--- config.mk ---
export PLATFORM = sky130hd
export DESIGN_NAME = mem_arbiter
export DESIGN_NICKNAME = d
export VERILOG_FILES = /design/src/rtl/rv32_pkg.sv /design/src/rtl/arb_starve_ctr.sv /design/src/rtl/mem_arbiter.sv
export SDC_FILE = /design/constraint.sdc
export NUM_CORES = 1
export LEC_CHECK = 0
export BUFFER_PORTS_ARGS = -buffer_cell sky130_fd_sc_hd__buf_2
export CAP_MARGIN = 20
export CORE_UTILIZATION = 45
export CTS_CLUSTER_SIZE = 8
export DETAILED_ROUTE_END_ITERATION = 8
export HOLD_SLACK_MARGIN = 0.02
export PLACE_DENSITY = 0.8
export SLEW_MARGIN = 5
export SYNTH_ARGS = -nofsm -noshare
export SYNTH_HDL_FRONTEND = slang
export SYNTH_SLANG_ARGS = --single-unit
--- constraint.sdc ---
create_clock -name clk -period 2.5 [get_ports clk]
set_clock_uncertainty 0.2 [all_clocks]
set_input_delay 0.25 -clock clk [delete_from_list [all_inputs] [get_ports clk]]
set_output_delay 0.25 -clock clk [all_outputs]
set_load 0.02 [all_outputs]
--- src/rtl/rv32_pkg.sv ---
// Shared rv32 definitions used by the memory arbiter and its starvation counter.
package rv32_pkg;

  localparam int DEFAULT_XLEN         = 32;
  localparam int DEFAULT_STARVE_LIMIT = 4;

  typedef enum logic [1:0] {
    IDLE,
    BUSY_I,
    BUSY_D
  } arb_state_t;

endpackage

--- src/rtl/arb_starve_ctr.sv ---
// Saturating count of data grants made while fetch is waiting; raises
// forceFetch_o once the count reaches LIMIT so fetch wins the next grant.
module arb_starve_ctr
  import rv32_pkg::*;
#(
  parameter int LIMIT = DEFAULT_STARVE_LIMIT
) (
  input  logic clk,
  input  logic reset,
  input  logic dataGrant_i,
  input  logic fetchGrant_i,
  input  logic iReq_i,
  output logic forceFetch_o
);

  localparam int W = $clog2(LIMIT + 1);

  logic [W-1:0] count_q;
  logic [W-1:0] count_d;

  // A data grant with no fetch waiting means fetch was not starved, so it clears too.
  always_comb begin
    count_d = count_q;
    if (fetchGrant_i) begin
      count_d = '0;
    end else if (dataGrant_i) begin
      if (!iReq_i) begin
        count_d = '0;
      end else if (count_q != W'(LIMIT)) begin
        count_d = count_q + W'(1);
      end
    end
  end

  always_ff @(posedge clk or negedge reset) begin
    if (!reset) begin
      count_q <= '0;
    end else begin
      count_q <= count_d;
    end
  end

  assign forceFetch_o = (count_q == W'(LIMIT));

endmodule

--- src/rtl/mem_arbiter.sv ---
// Arbitrates the rv32 fetch and data ports onto one single-port memory, data first.
// Define ARB_STARVE_GUARD_EN to bound how many data grants fetch can lose in a row.
module mem_arbiter
  import rv32_pkg::*;
#(
  parameter int XLEN         = DEFAULT_XLEN,
  parameter int STARVE_LIMIT = DEFAULT_STARVE_LIMIT
) (
  input  logic            clk,
  input  logic            reset,
  input  logic            i_req,
  input  logic [XLEN-1:0] i_addr,
  output logic            i_ack,
  output logic [XLEN-1:0] i_rdata,
  input  logic            d_req,
  input  logic            d_we,
  input  logic [XLEN-1:0] d_addr,
  input  logic [XLEN-1:0] d_wdata,
  output logic            d_ack,
  output logic [XLEN-1:0] d_rdata,
  output logic            stallF,
  output logic            stallM,
  output logic            m_req,
  output logic            m_we,
  output logic [XLEN-1:0] m_addr,
  output logic [XLEN-1:0] m_wdata,
  input  logic [XLEN-1:0] m_rdata,
  input  logic            m_ready
);

  arb_state_t      state_q, state_d;
  logic            mReq_q, mReq_d;
  logic            mWe_q, mWe_d;
  logic [XLEN-1:0] mAddr_q, mAddr_d;
  logic [XLEN-1:0] mWdata_q, mWdata_d;
  logic            iAck_q, iAck_d;
  logic            dAck_q, dAck_d;
  logic [XLEN-1:0] iRdata_q, iRdata_d;
  logic [XLEN-1:0] dRdata_q, dRdata_d;

  logic iEligible;
  logic grantI;
  logic grantD;
  logic forceFetch;

  // A port in its ack cycle cannot be re-granted, but a held d_req still blocks fetch.
  assign iEligible = i_req & ~iAck_q;
  assign grantD    = (state_q == IDLE) & d_req & ~dAck_q & ~(forceFetch & iEligible);
  assign grantI    = (state_q == IDLE) & iEligible & (~d_req | forceFetch);

`ifdef ARB_STARVE_GUARD_EN
  arb_starve_ctr #(
    .LIMIT(STARVE_LIMIT)
  ) uStarveCtr (
    .clk         (clk),
    .reset       (reset),
    .dataGrant_i (grantD),
    .fetchGrant_i(grantI),
    .iReq_i      (i_req),
    .forceFetch_o(forceFetch)
  );
`else
  logic unusedStarveLimit;
  assign unusedStarveLimit = (STARVE_LIMIT == 0);
  assign forceFetch        = 1'b0;
`endif

  always_comb begin
    state_d  = state_q;
    mReq_d   = mReq_q;
    mWe_d    = mWe_q;
    mAddr_d  = mAddr_q;
    mWdata_d = mWdata_q;
    iAck_d   = 1'b0;
    dAck_d   = 1'b0;
    iRdata_d = iRdata_q;
    dRdata_d = dRdata_q;
    case (state_q)
      IDLE: begin
        if (grantD) begin
          state_d  = BUSY_D;
          mReq_d   = 1'b1;
          mWe_d    = d_we;
          mAddr_d  = d_addr;
          mWdata_d = d_wdata;
        end else if (grantI) begin
          state_d = BUSY_I;
          mReq_d  = 1'b1;
          mWe_d   = 1'b0;
          mAddr_d = i_addr;
        end
      end
      BUSY_I: begin
        if (m_ready) begin
          state_d  = IDLE;
          mReq_d   = 1'b0;
          iAck_d   = 1'b1;
          iRdata_d = m_rdata;
        end
      end
      BUSY_D: begin
        if (m_ready) begin
          state_d = IDLE;
          mReq_d  = 1'b0;
          dAck_d  = 1'b1;
          if (!mWe_q) begin
            dRdata_d = m_rdata;
          end
        end
      end
      default: begin
        state_d = IDLE;
        mReq_d  = 1'b0;
      end
    endcase
  end

  always_ff @(posedge clk or negedge reset) begin
    if (!reset) begin
      state_q  <= IDLE;
      mReq_q   <= 1'b0;
      mWe_q    <= 1'b0;
      mAddr_q  <= '0;
      mWdata_q <= '0;
      iAck_q   <= 1'b0;
      dAck_q   <= 1'b0;
      iRdata_q <= '0;
      dRdata_q <= '0;
    end else begin
      state_q  <= state_d;
      mReq_q   <= mReq_d;
      mWe_q    <= mWe_d;
      mAddr_q  <= mAddr_d;
      mWdata_q <= mWdata_d;
      iAck_q   <= iAck_d;
      dAck_q   <= dAck_d;
      iRdata_q <= iRdata_d;
      dRdata_q <= dRdata_d;
    end
  end

  assign m_req   = mReq_q;
  assign m_we    = mWe_q;
  assign m_addr  = mAddr_q;
  assign m_wdata = mWdata_q;
  assign i_ack   = iAck_q;
  assign d_ack   = dAck_q;
  assign i_rdata = iRdata_q;
  assign d_rdata = dRdata_q;
  assign stallF  = i_req & ~iAck_q;
  assign stallM  = d_req & ~dAck_q;

endmodule

==> results.ini <==
[outcome]
run_status = finished, final reports clean

[grt]
grt_pass1_vias = 4975
grt_max_degree = 58
grt_use_total_pct = 27.8
antenna_found_initial = 0
gr-total-overflow = 0
grt_pass1_wl_um = 24900

[power]
leakage_nw = 4.22
switching_share_pct = 39.1
p_comb_share_pct = 45.1
netSwitchingPower_mw = 4.54
power.density_nw_per_um2 = 1340
p_seq_share_pct = 33.7
internal_power_mw = 7.08
power.share.clock_pct = 21.3
vdd_drop_max_mv = 0.983

[critical_path]
cp_num_buf_inv = 2
crit_path_end_kind = flop
critPathTopFamily = buffers and inverters
cpPeakStageDelay_ns = 0.59
cp.required_ns = 2.58
crit_type = flop to flop
cp_max_fo = 35
crit_arrival_ns = 2.45
crit_slowest_cell = dlygate4sd3_1
worst_setup_path_start_kind = flop
crit_chain = or3b_1, buf_4, o22ai_1, dlygate4sd3_1, a2bb2oi_1

[clocking]
clock-sinks = 134
clk_pin_slew_ns = 0.06
root_buffer = clkbuf_16
postCtsSetupBuffers = 0
clk_latency_ns = 0.41
cts_htree_levels = 4
cts_buffers = 17
postCtsResizedCells = 0
clock_path_buffers = 2
cts_tree = yes

[timing]
finalSetupTns_ns = 0
period_share_pct = 95.0
maxSlewViolCount = 0
tightest_slew_ns = 0.531
rsz0062_at_grt = no
hold_viol = 0
fmax_ghz = 0.421
setup_viol = 0
fin_crit_ns = 2.37
slew_headroom_pct = 64.6

[drt]
wl_met2_um = 8840
wire_per_inst_um = 18.8
viasPerCell = 5.18
ant_nets = 0
drt-initial-drc-count = 271
first_pass_iters = 4
top_layer = met4
wl_um = 17000
m1WireLength_um = 6340
drc = 0
vias = 4679
met3WireLength_um = 1330

[final_layout]
drive_above_1_share_pct = 54.9
num-fill-cells = 656
ff_latch_area_um2 = 3350
syn_to_final_growth_pct = 64.6
finalNetCount = 885
antennaDiodeCount = 0
layoutNonFillerInstCount = 904
multi_input_area_um2 = 1780

[logic_synthesis]
synth-async-reset-ratio_pct = 100
synth_top_area_share_pct = 63.5
syn_area_um2 = 5280
syn_inst = 343
synth-edff-count = 0
post-synth-top-area-cell = dfrtp_1
synth-compound-area-share_pct = 11.5
synth-xor-area-share_pct = 0
synth-adder-area-share_pct = 0.711
synth_flop_cell = dfrtp_1
ys_seq_elements = 134
yosysMostFrequentCell = dfrtp_1
synth.area.mux_share_pct = 20.5
syn-num-nets = 480
ys.warnings.count = 0
synth_top_family_by_area = multiplexers
ys_top_cells_by_count = 134 x dfrtp_1, 96 x mux2_2, 34 x o22ai_1
synthSimpleGateAreaFrac_pct = 0.972
synth_area_leaders = dfrtp_1 64%, mux2_2 20%, o22ai_1 4.0%
ys_types = 24
seq_area_frac_synth_pct = 63.5
syn_avg_cell_area_um2 = 15.4

[floorplan]
die_x_um = 110
dieArea_um2 = 12200
fp-row-count = 39
ios = 268
die_height_um = 110
initial_core_util_pct = 46.2
fp.coreArea_um2 = 11400

[flow_run]
maxCapViolations = 0

[place]
dp_cells = 742
post-dp-hpwl_um = 9710
io_buffers = 267
gp_congestion = 0.775

[hold_path]
hold_path_class = input pin to flop

## what timing repair did
item                                   CTS  global route
endpoints found under the hold margin  186             0
setup endpoints to repair                0             0
hold buffers                           130             0
## layer usage
metal | vias up | global-route usage (%)
met2 | 239 | 50.3
met3 | 46 | 7.47
li1 | 2091 | -
met4 | 0 | 12.7
met5 | - | 0
met1 | 2303 | 30.4
## per-stage QoR
stage | util (%) | hold WS, ns | setup WS (ns) | power [mW] | cell area [um2]
CTS | 76.1 | 0.0248 | 0.222 | 11.5 | 8680
global route | 76.1 | 0.0675 | 0.0772 | 12.2 | 8680
floorplan | - | -0.246 | 0.630 | 7.05 | 5280
detailed placement | 59.5 | 0.0455 | 0.552 | 8.78 | 6790
global placement | 59.5 | 0.0399 | 0.607 | 8.58 | 6790
finish | 76.1 | 0.0628 | 0.126 | 11.6 | 8680
## power by group through the flow
stage               clock network (mW)  registers [mW]  logic, mW
floorplan                            0            5.17       1.89
global placement                     0            3.79       4.79
detailed placement                   0            3.86       4.92
CTS                               2.51            3.84       5.15
global route                      2.61            4.01       5.55
finish                            2.47            3.91       5.23
## flip-flops by register name (all words and copies together), names as in the netlist
signal / count
i_ack: 1
d_ack: 1
state_q: 2
m_wdata: 32
m_addr: 32
m_req: 1
i_rdata: 32
m_we: 1
d_rdata: 32
## worst min-delay path: cells and delay by family
family / cells / cell delay [ns]
compound gates: 2 / 0.27
buf+inv: 1 / 0.09
## cells by family after synthesis
family | after synthesis
adder cells (fa/ha/maj) | 3
multiplexers | 96
AND/OR/NAND/NOR | 9
buffers and inverters | 29
flip-flops | 134
AO/OA/AOI/OAI | 72
## area by class of cell
cell class,instances,share of cell area [%]
Clock buffer,20,5.14
Clock inverter,12,1.66
Inverter,5,0.216
Multi-Input combinational cell,180,20.5
Sequential cell,134,38.6
Tap cell,143,2.06
Timing Repair Buffer,410,31.9
## placed cells by master (no fill, tap or decap), types with 3 or more instances in the layout
master / n
ha_1: 3
o22ai_1: 34
inv_6: 4
dfrtp_1: 134
a2bb2oi_2: 10
buf_4: 11
buf_2: 266
dlygate4sd3_1: 130
inv_1: 4
clkinv_4: 3
clkbuf_16: 17
a2bb2oi_1: 22
clkinvlp_4: 3
mux2_2: 96
nand2_1: 3
## path summary, 6_finish.rpt
kind,start,to,slack (ns),cells past startpoint
min in group asynchronous,reset,d_rdata[27],0.20,2
max reg2reg,i_ack,m_addr[21],0.13,5
min,d_addr[2],m_addr[2],0.06,3
max in group asynchronous,reset,m_addr[7],1.27,3
min reg2reg,m_req,m_req,0.29,1
max,i_ack,m_addr[21],0.13,5
Note: power is estimated with default switching activity, not from simulation.
